===== src/rtl/memory_stage.sv =====
// MIPS memory stage: latches one instruction from execute, runs its data-SRAM access, holds the result for writeback.
// Optional misaligned-access trap is enabled by defining MEM_ALIGN_CHECK_EN.
`timescale 1ns/1ps
module memory_stage #(
  parameter logic [2:0] type_SW  = 3'b000,
  parameter logic [2:0] type_SB  = 3'b001,
  parameter logic [2:0] type_SH  = 3'b010,
  parameter logic [2:0] type_SWL = 3'b011,
  parameter logic [2:0] type_SWR = 3'b100
) (
  input  logic        clk,
  input  logic        resetn,
  input  logic        exception,
  input  logic        exe_valid,
  input  logic        exe_mem_read,
  input  logic        exe_mem_write,
  input  logic [2:0]  exe_store_type,
  input  logic [2:0]  exe_load_type,
  input  logic [31:0] exe_alu_result,
  input  logic [31:0] exe_rt_data,
  input  logic        exe_reg_en,
  input  logic [5:0]  exe_reg_waddr,
  input  logic        exe_double_en,
  input  logic [63:0] exe_MD_result,
  output logic        ms_allowin,
  input  logic        wb_allowin,
  output logic        data_req,
  output logic        data_wr,
  output logic [3:0]  data_wstrb,
  output logic [31:0] data_addr,
  output logic [31:0] data_wdata,
  input  logic        data_addr_ok,
  input  logic        data_data_ok,
  input  logic [31:0] data_rdata,
  output logic        mem_valid,
  output logic        mem_reg_en,
  output logic [5:0]  mem_reg_waddr,
  output logic        mem_mem_read,
  output logic [2:0]  mem_load_type,
  output logic [31:0] mem_alu_result,
  output logic [31:0] mem_load_rt_data,
  output logic        mem_double_en,
  output logic [63:0] mem_MD_result,
  output logic [31:0] mem_rdata,
  output logic        mem_addr_err,
  output logic [2:0]  dbg_state
);

  // Handshake: execute hands over when exe_valid && ms_allowin; writeback takes the
  // result when mem_valid && wb_allowin; the SRAM accepts a request on data_req && data_addr_ok
  // and answers on a later data_data_ok.
  typedef enum logic [2:0] {
    S_IDLE  = 3'd0,
    S_REQ   = 3'd1,
    S_WAIT  = 3'd2,
    S_DONE  = 3'd3,
    S_DRAIN = 3'd4
  } state_t;

  state_t      state_q, state_d;
  logic        reg_en_q, reg_en_d;
  logic [5:0]  reg_waddr_q, reg_waddr_d;
  logic        mem_read_q, mem_read_d;
  logic        mem_write_q, mem_write_d;
  logic [2:0]  store_type_q, store_type_d;
  logic [2:0]  load_type_q, load_type_d;
  logic [31:0] alu_result_q, alu_result_d;
  logic [31:0] rt_data_q, rt_data_d;
  logic        double_en_q, double_en_d;
  logic [63:0] md_result_q, md_result_d;
  logic [31:0] rdata_q, rdata_d;
  logic        addr_err_q, addr_err_d;

  logic        capture;
  logic        misalign;
  state_t      cap_state;
  logic [1:0]  a;

  assign ms_allowin = (state_q == S_IDLE) || (state_q == S_DONE && wb_allowin);
  assign capture    = exe_valid && ms_allowin && !exception;

`ifdef MEM_ALIGN_CHECK_EN
  // Load-type encoding assumed from the decode stage.
  localparam logic [2:0] LD_LW  = 3'd0;
  localparam logic [2:0] LD_LH  = 3'd3;
  localparam logic [2:0] LD_LHU = 3'd4;

  always_comb begin
    misalign = 1'b0;
    if (exe_mem_read) begin
      if (exe_load_type == LD_LW)
        misalign = (exe_alu_result[1:0] != 2'b00);
      else if (exe_load_type == LD_LH || exe_load_type == LD_LHU)
        misalign = exe_alu_result[0];
    end else if (exe_mem_write) begin
      if (exe_store_type == type_SW)
        misalign = (exe_alu_result[1:0] != 2'b00);
      else if (exe_store_type == type_SH)
        misalign = exe_alu_result[0];
    end
  end
`else
  assign misalign = 1'b0;
`endif

  always_comb begin
    cap_state = S_DONE;
    if ((exe_mem_read || exe_mem_write) && !misalign)
      cap_state = S_REQ;
  end

  always_comb begin
    state_d      = state_q;
    reg_en_d     = reg_en_q;
    reg_waddr_d  = reg_waddr_q;
    mem_read_d   = mem_read_q;
    mem_write_d  = mem_write_q;
    store_type_d = store_type_q;
    load_type_d  = load_type_q;
    alu_result_d = alu_result_q;
    rt_data_d    = rt_data_q;
    double_en_d  = double_en_q;
    md_result_d  = md_result_q;
    rdata_d      = rdata_q;
    addr_err_d   = addr_err_q;

    if (capture) begin
      reg_en_d     = exe_reg_en && !misalign;
      reg_waddr_d  = exe_reg_waddr;
      mem_read_d   = exe_mem_read;
      mem_write_d  = exe_mem_write;
      store_type_d = exe_store_type;
      load_type_d  = exe_load_type;
      alu_result_d = exe_alu_result;
      rt_data_d    = exe_rt_data;
      double_en_d  = exe_double_en;
      md_result_d  = exe_MD_result;
      addr_err_d   = misalign;
    end

    case (state_q)
      S_IDLE: if (capture) state_d = cap_state;
      S_REQ: begin
        // An addr_ok coinciding with the flush means the SRAM owes us a response.
        if (exception)         state_d = data_addr_ok ? S_DRAIN : S_IDLE;
        else if (data_addr_ok) state_d = S_WAIT;
      end
      S_WAIT: begin
        if (data_data_ok) begin
          if (exception) state_d = S_IDLE;
          else begin
            state_d = S_DONE;
            rdata_d = data_rdata;
          end
        end else if (exception) begin
          state_d = S_DRAIN;
        end
      end
      S_DONE: begin
        if (exception)       state_d = S_IDLE;
        else if (capture)    state_d = cap_state;
        else if (wb_allowin) state_d = S_IDLE;
      end
      S_DRAIN: if (data_data_ok) state_d = S_IDLE;
      default: state_d = S_IDLE;
    endcase
  end

  always_ff @(posedge clk or negedge resetn) begin
    if (!resetn) begin
      state_q      <= S_IDLE;
      reg_en_q     <= 1'b0;
      reg_waddr_q  <= 6'd0;
      mem_read_q   <= 1'b0;
      mem_write_q  <= 1'b0;
      store_type_q <= 3'd0;
      load_type_q  <= 3'd0;
      alu_result_q <= 32'd0;
      rt_data_q    <= 32'd0;
      double_en_q  <= 1'b0;
      md_result_q  <= 64'd0;
      rdata_q      <= 32'd0;
      addr_err_q   <= 1'b0;
    end else begin
      state_q      <= state_d;
      reg_en_q     <= reg_en_d;
      reg_waddr_q  <= reg_waddr_d;
      mem_read_q   <= mem_read_d;
      mem_write_q  <= mem_write_d;
      store_type_q <= store_type_d;
      load_type_q  <= load_type_d;
      alu_result_q <= alu_result_d;
      rt_data_q    <= rt_data_d;
      double_en_q  <= double_en_d;
      md_result_q  <= md_result_d;
      rdata_q      <= rdata_d;
      addr_err_q   <= addr_err_d;
    end
  end

  // Strobes and data come only from registered fields, so they hold steady while REQ.
  assign a = alu_result_q[1:0];

  always_comb begin
    data_wstrb = 4'b0000;
    data_wdata = rt_data_q;
    if (mem_write_q) begin
      case (store_type_q)
        type_SB: begin
          data_wstrb = 4'b0001 << a;
          data_wdata = {4{rt_data_q[7:0]}};
        end
        type_SH: begin
          data_wstrb = a[1] ? 4'b1100 : 4'b0011;
          data_wdata = {2{rt_data_q[15:0]}};
        end
        type_SWL: begin
          data_wstrb = 4'b1111 >> (2'd3 - a);
          data_wdata = rt_data_q >> {(2'd3 - a), 3'b000};
        end
        type_SWR: begin
          data_wstrb = 4'b1111 << a;
          data_wdata = rt_data_q << {a, 3'b000};
        end
        default: data_wstrb = 4'b1111;
      endcase
    end
  end

  assign data_req         = (state_q == S_REQ);
  assign data_wr          = mem_write_q;
  assign data_addr        = {alu_result_q[31:2], 2'b00};
  assign mem_valid        = (state_q == S_DONE);
  assign mem_reg_en       = reg_en_q;
  assign mem_reg_waddr    = reg_waddr_q;
  assign mem_mem_read     = mem_read_q;
  assign mem_load_type    = load_type_q;
  assign mem_alu_result   = alu_result_q;
  assign mem_load_rt_data = rt_data_q;
  assign mem_double_en    = double_en_q;
  assign mem_MD_result    = md_result_q;
  assign mem_rdata        = rdata_q;
  assign mem_addr_err     = addr_err_q;
  assign dbg_state        = state_q;

endmodule


===== config.mk =====
export PLATFORM = sky130hd
export DESIGN_NAME = memory_stage
export DESIGN_NICKNAME = d
export VERILOG_FILES = /design/src/rtl/memory_stage.sv
export SDC_FILE = /design/constraint.sdc
export NUM_CORES = 1
export LEC_CHECK = 0
export ABC_CLOCK_PERIOD_IN_PS = 2800
export CAP_MARGIN = 15
export CORE_AREA = 2 2 166 168
export CTS_BUF_LIST = sky130_fd_sc_hd__clkbuf_8
export DETAILED_ROUTE_END_ITERATION = 8
export DIE_AREA = 0 0 168 170
export GPL_TIMING_DRIVEN = 0
export PLACE_DENSITY = 0.78
export SLEW_MARGIN = 20
export SYNTH_ARGS = -nofsm -noshare
export SYNTH_HDL_FRONTEND = slang
export SYNTH_SLANG_ARGS = --single-unit

===== constraint.sdc =====
create_clock -name clk -period 2.8 [get_ports clk]
set_input_delay 0.42 -clock clk [delete_from_list [all_inputs] [get_ports clk]]
set_output_delay 0.42 -clock clk [all_outputs]
set_load 0.02 [all_outputs]

==> flow_metrics.tcl, run 1 <==
set metrics [dict create \
    synth-seq-cells 179 \
    hold_end "dbg_state[0]$_DFFE_PN0P_" \
    muxShareOfSynthArea 0.251 \
    synth_compound_area_frac 0.116 \
    critical_path_arrival_ns 2.42 \
    io_pins 431 \
    portBuffers 426 \
    avgSynthCellArea_um2 12.3 \
    row_count 60 \
    path_max_fanout 7 \
    grt_max_degree 95 \
    rsz0062_at_grt "yes" \
    final.fill_count 2328 \
    vias_per_cell 5.26 \
    startpoint_type "flop" \
    syn_inst 723 \
    p_per_area_nw_per_um2 1360 \
    gp_congestion 0.939 \
    cts_tree "yes" \
    crit_top_cell "buf_4" \
    fin_crit_ns 2.84 \
    grt_pass1_wl_um 50600 \
    hold_violations 0 \
    synth_ff_type "dfrtp_1" \
    dr.pass1.iters 6 \
    path_clk_slew_ns 0.12 \
    hold_path.class "input port to flop" \
    power_frac_comb 0.642 \
    track_usage 0.233 \
    cts_buffers 17 \
    gr-total-overflow 0 \
    drive_gt1_frac 0.248 \
    min-delay-start "exception" \
    place_ws_ns -0.449 \
    crit_required_ns 2.38 \
    total_power_w 0.0196 \
    drt_iter0_markers 717 \
    drv_cap 0 \
    worst_pin_slew_ns 0.719 \
    worst-r2r-cell-count 6 \
    slowest_stage "dfrtp_2" \
    synth_edf_count 0 \
    drtAntennaViolNets 0 \
    swShare 0.454 \
    finalClockSkew_ns 0.0178 \
    violations "setup timing" \
    outcome "finished, violations left" \
    p_sw_w 0.00888 \
    die_w_um 168 \
    critical_path_depth 7 \
    clock_latency_ns 0.46 \
    ys_seq_area_frac 0.505 \
    end_kind "output pin" \
    clkPwrFrac 0.099 \
    core_area_um2 26700 \
    drc 0 \
    min_path_cells 2 \
    r2r-start "dbg_state[1]$_DFFE_PN0P_" \
    r2r-end "mem_load_rt_data[25]$_DFFE_PN0P_" \
    drt_wl_total_um 34000 \
    htree_levels 4 \
    critPathMaxStageDelay_ns 0.50 \
    start_util 0.333 \
    final_nets 1380 \
    clock_path_buffers 2 \
    ir_drop_mv 0.642 \
    synthToLayoutAreaGrowth_pct 62.5 \
    hpwlAfterDp_um 25400 \
    crit_chain "buf_4, buf_4, nor4bb_2, o21ai_0, a311o_1, o211ai_1, buf_4" \
    yosys.area_share.adder 0 \
    slew_viol_final 0 \
    wire_per_inst_um 21.9 \
    synthArstFlopShare 1.00 \
    fin_ws_ns -0.0444 \
    antenna_found_initial 2 \
    first_global_vias 8450 \
    syn_area_um2 8870 \
    yosys_warnings 0 \
    die-area_um2 28600 \
    synth_top_family_by_area "multiplexers" \
    p_leak_nw 6.00 \
    worst-path-buf-inv 3 \
    ff2ff_setup_slack_ns 0.58 \
    synthDistinctLibCells 56 \
    intPower_w 0.0107 \
    synth_simple_gate_area_share 0.0578 \
    vias 8163 \
    path_class "flop to output pin" \
    die_h_um 170 \
    max_freq_ghz 0.352 \
    cts_sinks 179 \
    critPathTopFamily "compound AO/OA/AOI/OAI gates" \
    seqPwrFrac 0.259 \
    cts-root-buf "clkbuf_8" \
    max_slew_margin 0.521 \
    setup_viol 1 \
    synthXorXnorAreaFrac 0.00197 \
    finalCritPeriodShare 1.02 \
]
-- state kept, by name (all words and copies together) (netlist names) --
name / flops
mem_reg_en: 1
dbg_state: 3
data_wr: 1
mem_double_en: 1
store_type_q: 3
mem_alu_result: 32
mem_rdata: 32
mem_MD_result: 64
mem_load_rt_data: 32
mem_mem_read: 1
mem_reg_waddr: 6
mem_load_type: 3
-- cells by family after synthesis --
kind of cell | after synthesis
AOI/OAI and AO/OA | 141
xor gates and xnor gates | 2
buffers and inverters | 99
DFF | 179
muxes | 200
other | 1
and+or+nand+nor | 101
-- final cells by class --
type / count / area, um2 / area share
Clock buffer: 17 / 234 / 0.0162
Buffer: 86 / 649 / 0.0451
Antenna cell: 2 / 5.00 / 0.000347
Multi-Input combinational cell: 447 / 3940 / 0.273
Timing Repair Buffer: 457 / 4450 / 0.308
Inverter: 9 / 38.8 / 0.00269
Tap cell: 341 / 427 / 0.0296
Sequential cell: 179 / 4480 / 0.311
Clock inverter: 15 / 191 / 0.0133
-- worst max-delay path by stage --
stage	slack [ns]	from	endpoint
3_3_place_gp	-6.55	resetn	mem_alu_result[10]$_DFFE_PN0P_
2_1_floorplan	0.34	mem_alu_result[0]$_DFFE_PN0P_	data_wdata[30]
6_report	-0.04	mem_alu_result[0]$_DFFE_PN0P_	data_wdata[31]
3_5_place_dp	-0.45	mem_alu_result[0]$_DFFE_PN0P_	data_wdata[30]
4_1_cts	-0.05	mem_alu_result[0]$_DFFE_PN0P_	data_wdata[22]
5_1_grt	-0.17	store_type_q[2]$_DFFE_PN0P_	data_wdata[21]
-- cell usage in the layout, fill, tap and decap left out, types with 5 or more instances in the layout --
master / Yosys / layout
clkdlybuf4s50_1: 0 / 389
dfrtp_1: 179 / 176
mux2_1: 100 / 100
mux2_2: 81 / 81
buf_4: 34 / 78
nand2_1: 40 / 39
o21ai_0: 30 / 24
buf_2: 22 / 22
clkbuf_8: 0 / 19
buf_6: 10 / 18
mux2i_1: 19 / 18
a21oi_1: 15 / 15
nand3_1: 14 / 13
nor2_1: 13 / 9
clkbuf_2: 0 / 8
a31oi_1: 8 / 8
a22oi_1: 9 / 8
clkdlybuf4s15_2: 0 / 8
inv_1: 8 / 7
a22o_1: 7 / 7
o22ai_1: 8 / 7
o211ai_1: 7 / 7
a32o_1: 8 / 7
clkbuf_4: 0 / 6
nor2b_1: 8 / 6
o31ai_1: 12 / 6
o31ai_2: 0 / 6
nand2b_1: 5 / 5
a221oi_1: 5 / 5
o21ai_1: 0 / 5
clkinv_8: 0 / 5
-- Yosys cell counts, drive strengths merged, types with 4 or more instances --
library cell / n / share of area
nand3: 14 / 0.0079
a31oi: 8 / 0.0056
nor3: 5 / 0.0034
o211a: 4 / 0.0045
nand2: 40 / 0.017
nor2b: 8 / 0.0056
clkbuf: 19 / 0.0080
o21ai: 30 / 0.017
a32oi: 4 / 0.0039
a22oi: 9 / 0.0076
mux2: 181 / 0.23
a221oi: 5 / 0.0049
dfrtp: 179 / 0.51
o22ai: 8 / 0.0056
buf: 71 / 0.056
mux2i: 19 / 0.021
o221ai: 4 / 0.0039
o31ai: 12 / 0.010
nor2: 13 / 0.0055
o211ai: 7 / 0.0059
a32o: 8 / 0.0090
a21oi: 15 / 0.0085
nand2b: 5 / 0.0035
a22o: 7 / 0.0069
o32ai: 4 / 0.0039
inv: 8 / 0.0034
-- power by group through the flow --
stage	Sequential (W)	Clock (W)	Combinational [W]
floorplan	0.00631	0	0.00489
global placement	0.00499	0	0.0119
detailed placement	0.00503	0	0.0120
CTS	0.00502	0.00200	0.0123
global route	0.00523	0.00209	0.0132
finish	0.00507	0.00193	0.0126
-- metal layers --
metal,track usage,part of all wire
met4,0.0900,0.030
met5,0,0
met2,0.412,0.51
met1,0.266,0.37
met3,0.0681,0.093
-- worst reg2reg max path: cells and delay by family (launching register included) --
| family | cells | cell delay, ns |
|---|---|---|
| AOI/OAI and AO/OA | 1 | 0.35 |
| buffers and inverters | 3 | 0.72 |
| DFF | 1 | 0.40 |
| muxes | 1 | 0.34 |
| and+or+nand+nor | 1 | 0.29 |
-- through the flow --
| step | hold WS [ns] | area, um2 | TNS, ns | instances | util |
|---|---|---|---|---|---|
| detailed placement | 0.475 | 13600 | -7.55 | 1493 | 0.510 |
| floorplan | 0.124 | 8880 | 0 | 725 | - |
| CTS | 0.354 | 14300 | -0.115 | 1538 | 0.536 |
| global placement | 0.467 | 13600 | -1177.72 | 1492 | 0.509 |
| global route | 0.386 | 14400 | -0.849 | 1552 | 0.541 |
| finish | 0.410 | 14400 | -0.0444 | 1553 | 0.541 |
-- what timing repair did --
action,in CTS,in global routing
gates resized for setup,210,38
hold buffers,1,0
setup buffers,15,12
endpoints found under the hold margin,85,0
pin swaps,6,9
gates cloned,1,1
endpoints found under the setup margin,36,33
No activity file was read; power rests on OpenSTA's default activity.
==> run 2: changes to the inputs <==
PLACE_DENSITY = 0.74   (was 0.78)
==> run 2 against run 1 <==
The flow now finishes without violations. Hold slack improved by 0.019 ns. Power is 0.13% lower. First-iteration DRC count is 25% lower. Critical path type unchanged. Critical endpoint is now data_wdata[25]. Largest cell class unchanged.
==> flow_metrics.tcl, run 2 (synthesis results as in run 1) <==
set metrics [dict create \
    intPower_w 0.0106 \
    finalCritPeriodShare 0.998 \
    grt_pass1_wl_um 49600 \
    place_area_um2 13600 \
    max_slew_margin 0.432 \
    crit_required_ns 2.38 \
    power_frac_comb 0.644 \
    cts_sinks 179 \
    clock_path_buffers 2 \
    hold_path.class "input port to flop" \
    critPathTopFamily "compound AO/OA/AOI/OAI gates" \
    clkPwrFrac 0.097 \
    total_power_w 0.0195 \
    cts_tree "yes" \
    p_leak_nw 5.99 \
    drtAntennaViolNets 0 \
    core_area_um2 26700 \
    dr.pass1.iters 5 \
    outcome "complete, no violations" \
    drive_gt1_frac 0.254 \
    setup_viol 0 \
    p_sw_w 0.00894 \
    seqPwrFrac 0.259 \
    swShare 0.458 \
    max_freq_ghz 0.358 \
    critPathMaxStageDelay_ns 0.50 \
    first_global_vias 8038 \
    layout_commonest_cell "clkdlybuf4s50_1" \
    slew_viol_final 0 \
    end_kind "output pin" \
    rsz0062_at_grt "yes" \
    path_max_fanout 7 \
    die_w_um 168 \
    synthToLayoutAreaGrowth_pct 62.8 \
    p_per_area_nw_per_um2 1350 \
    path_clk_slew_ns 0.13 \
    fin_crit_ns 2.79 \
    die_h_um 170 \
    vias_per_cell 5.19 \
    row_count 60 \
    drc 0 \
    final_core_util 0.542 \
    most-common-layout-cells "389 x clkdlybuf4s50_1, 175 x dfrtp_1, 100 x mux2_1" \
    drt_wl_total_um 33700 \
    largest_reg_flops 64 \
    worst-path-buf-inv 2 \
    cts-root-buf "clkbuf_8" \
    htree_levels 4 \
    drv_cap 0 \
    critical_path_arrival_ns 2.37 \
    drt_iter0_markers 540 \
    crit_chain "buf_6, or3b_4, o22ai_2, a21oi_2, o31ai_2, buf_4" \
    cts_buffers 17 \
    final_nets 1374 \
    antenna_cells 0 \
    start_util 0.333 \
    slowest_stage "dfrtp_2" \
    path_class "flop to output pin" \
    ir_drop_mv 0.603 \
    startpoint_type "flop" \
    die-area_um2 28600 \
    portBuffers 426 \
    gr-total-overflow 0 \
    hold_violations 0 \
    finalClockSkew_ns 0.0245 \
    clock_latency_ns 0.47 \
    design_area_um2 14400 \
    worst_pin_slew_ns 0.852 \
    gp_congestion 0.934 \
    vias 8013 \
    track_usage 0.229 \
    io_pins 431 \
    hpwlAfterDp_um 25500 \
    final.fill_count 2302 \
    wire_per_inst_um 21.8 \
    antenna_found_initial 0 \
    grt_max_degree 95 \
]
run 2: cell count changes in the layout (fill, tap and decap cells not counted), sizes merged:
| cell | delta |
|---|---|
| buf | -5 |
| bufinv | -1 |
| clkdlybuf4s15 | -1 |
| clkinv | -4 |
| clkinvlp | +1 |
| diode | -2 |
| inv | +4 |
run 2: layout make-up:
cell class,count,area [um2],area share
well taps,341,427,0.0295
clock inverters,15,174,0.0120
clock buffers,17,234,0.0162
plain buffers,86,657,0.0455
multi-input cells,447,4040,0.280
inverters,9,38.8,0.00269
flip-flops and latches,179,4480,0.310
repair buffers,451,4390,0.304
run 2: path summary, 6_finish.rpt:
| path | to | slack [ns] | start | cells after the start |
|---|---|---|---|---|
| worst max-delay path | data_wdata[25] | 0.007 | mem_alu_result[0]$_DFFE_PN0P_ | 6 |
| worst min-delay path | dbg_state[0]$_DFFE_PN0P_ | 0.43 | exception | 2 |
| worst max register to register | mem_load_rt_data[4]$_DFFE_PN0P_ | 0.60 | dbg_state[1]$_DFFE_PN0P_ | 6 |
| worst min register to register | mem_MD_result[1]$_DFFE_PN0P_ | 0.50 | mem_MD_result[1]$_DFFE_PN0P_ | 1 |
| max in group asynchronous | mem_MD_result[38]$_DFFE_PN0P_ | 1.33 | resetn | 3 |
| min in group asynchronous | mem_MD_result[62]$_DFFE_PN0P_ | 0.52 | resetn | 2 |
run 2: worst reg2reg max path, stage by stage, from the launching register on:
cell      delay, ns
dfrtp_1        0.39
buf_2          0.18
or2_4          0.29
a211oi_4       0.33
buf_4          0.33
buf_6          0.23
mux2_1         0.35
run 2: what timing repair did:
action                                  in CTS  in global routing
hold buffers                                 1                  0
setup buffers                                7                 15
gates cloned                                 0                  1
endpoints found under the hold margin       55                  0
pin swaps                                    6                 19
endpoints found under the setup margin      36                 32
resized for setup                          175                 86
run 2: per-stage QoR:
| stage | std cells | hold WS, ns | setup TNS [ns] | worst slack, ns |
|---|---|---|---|---|
| after floorplan | 725 | 0.124 | 0 | 0.340 |
| after global placement | 1492 | 0.467 | -1183.62 | -6.58 |
| after detailed placement | 1493 | 0.474 | -7.87 | -0.511 |
| after CTS | 1529 | 0.386 | -0.219 | -0.0627 |
| after global routing | 1545 | 0.408 | -0.385 | -0.108 |
| final | 1545 | 0.429 | 0 | 0.00653 |
run 2: power by group through the flow:
stage                     Sequential (W)  Clock, W  Combinational, W
after floorplan                  0.00631         0           0.00489
after global placement           0.00501         0            0.0119
after detailed placement         0.00504         0            0.0120
after CTS                        0.00501   0.00197            0.0121
after global routing             0.00523   0.00208            0.0132
final                            0.00505   0.00190            0.0126
run 2: metal layers:
layer | part of all wire | global-route usage | vias up | wire length [um]
met4 | 0.024 | 0.0548 | 0 | 814
li1 | - | - | 3558 | -
met5 | 0 | 0 | - | 0
met2 | 0.51 | 0.402 | 431 | 17100
met1 | 0.38 | 0.274 | 3968 | 12700
met3 | 0.093 | 0.0716 | 56 | 3150
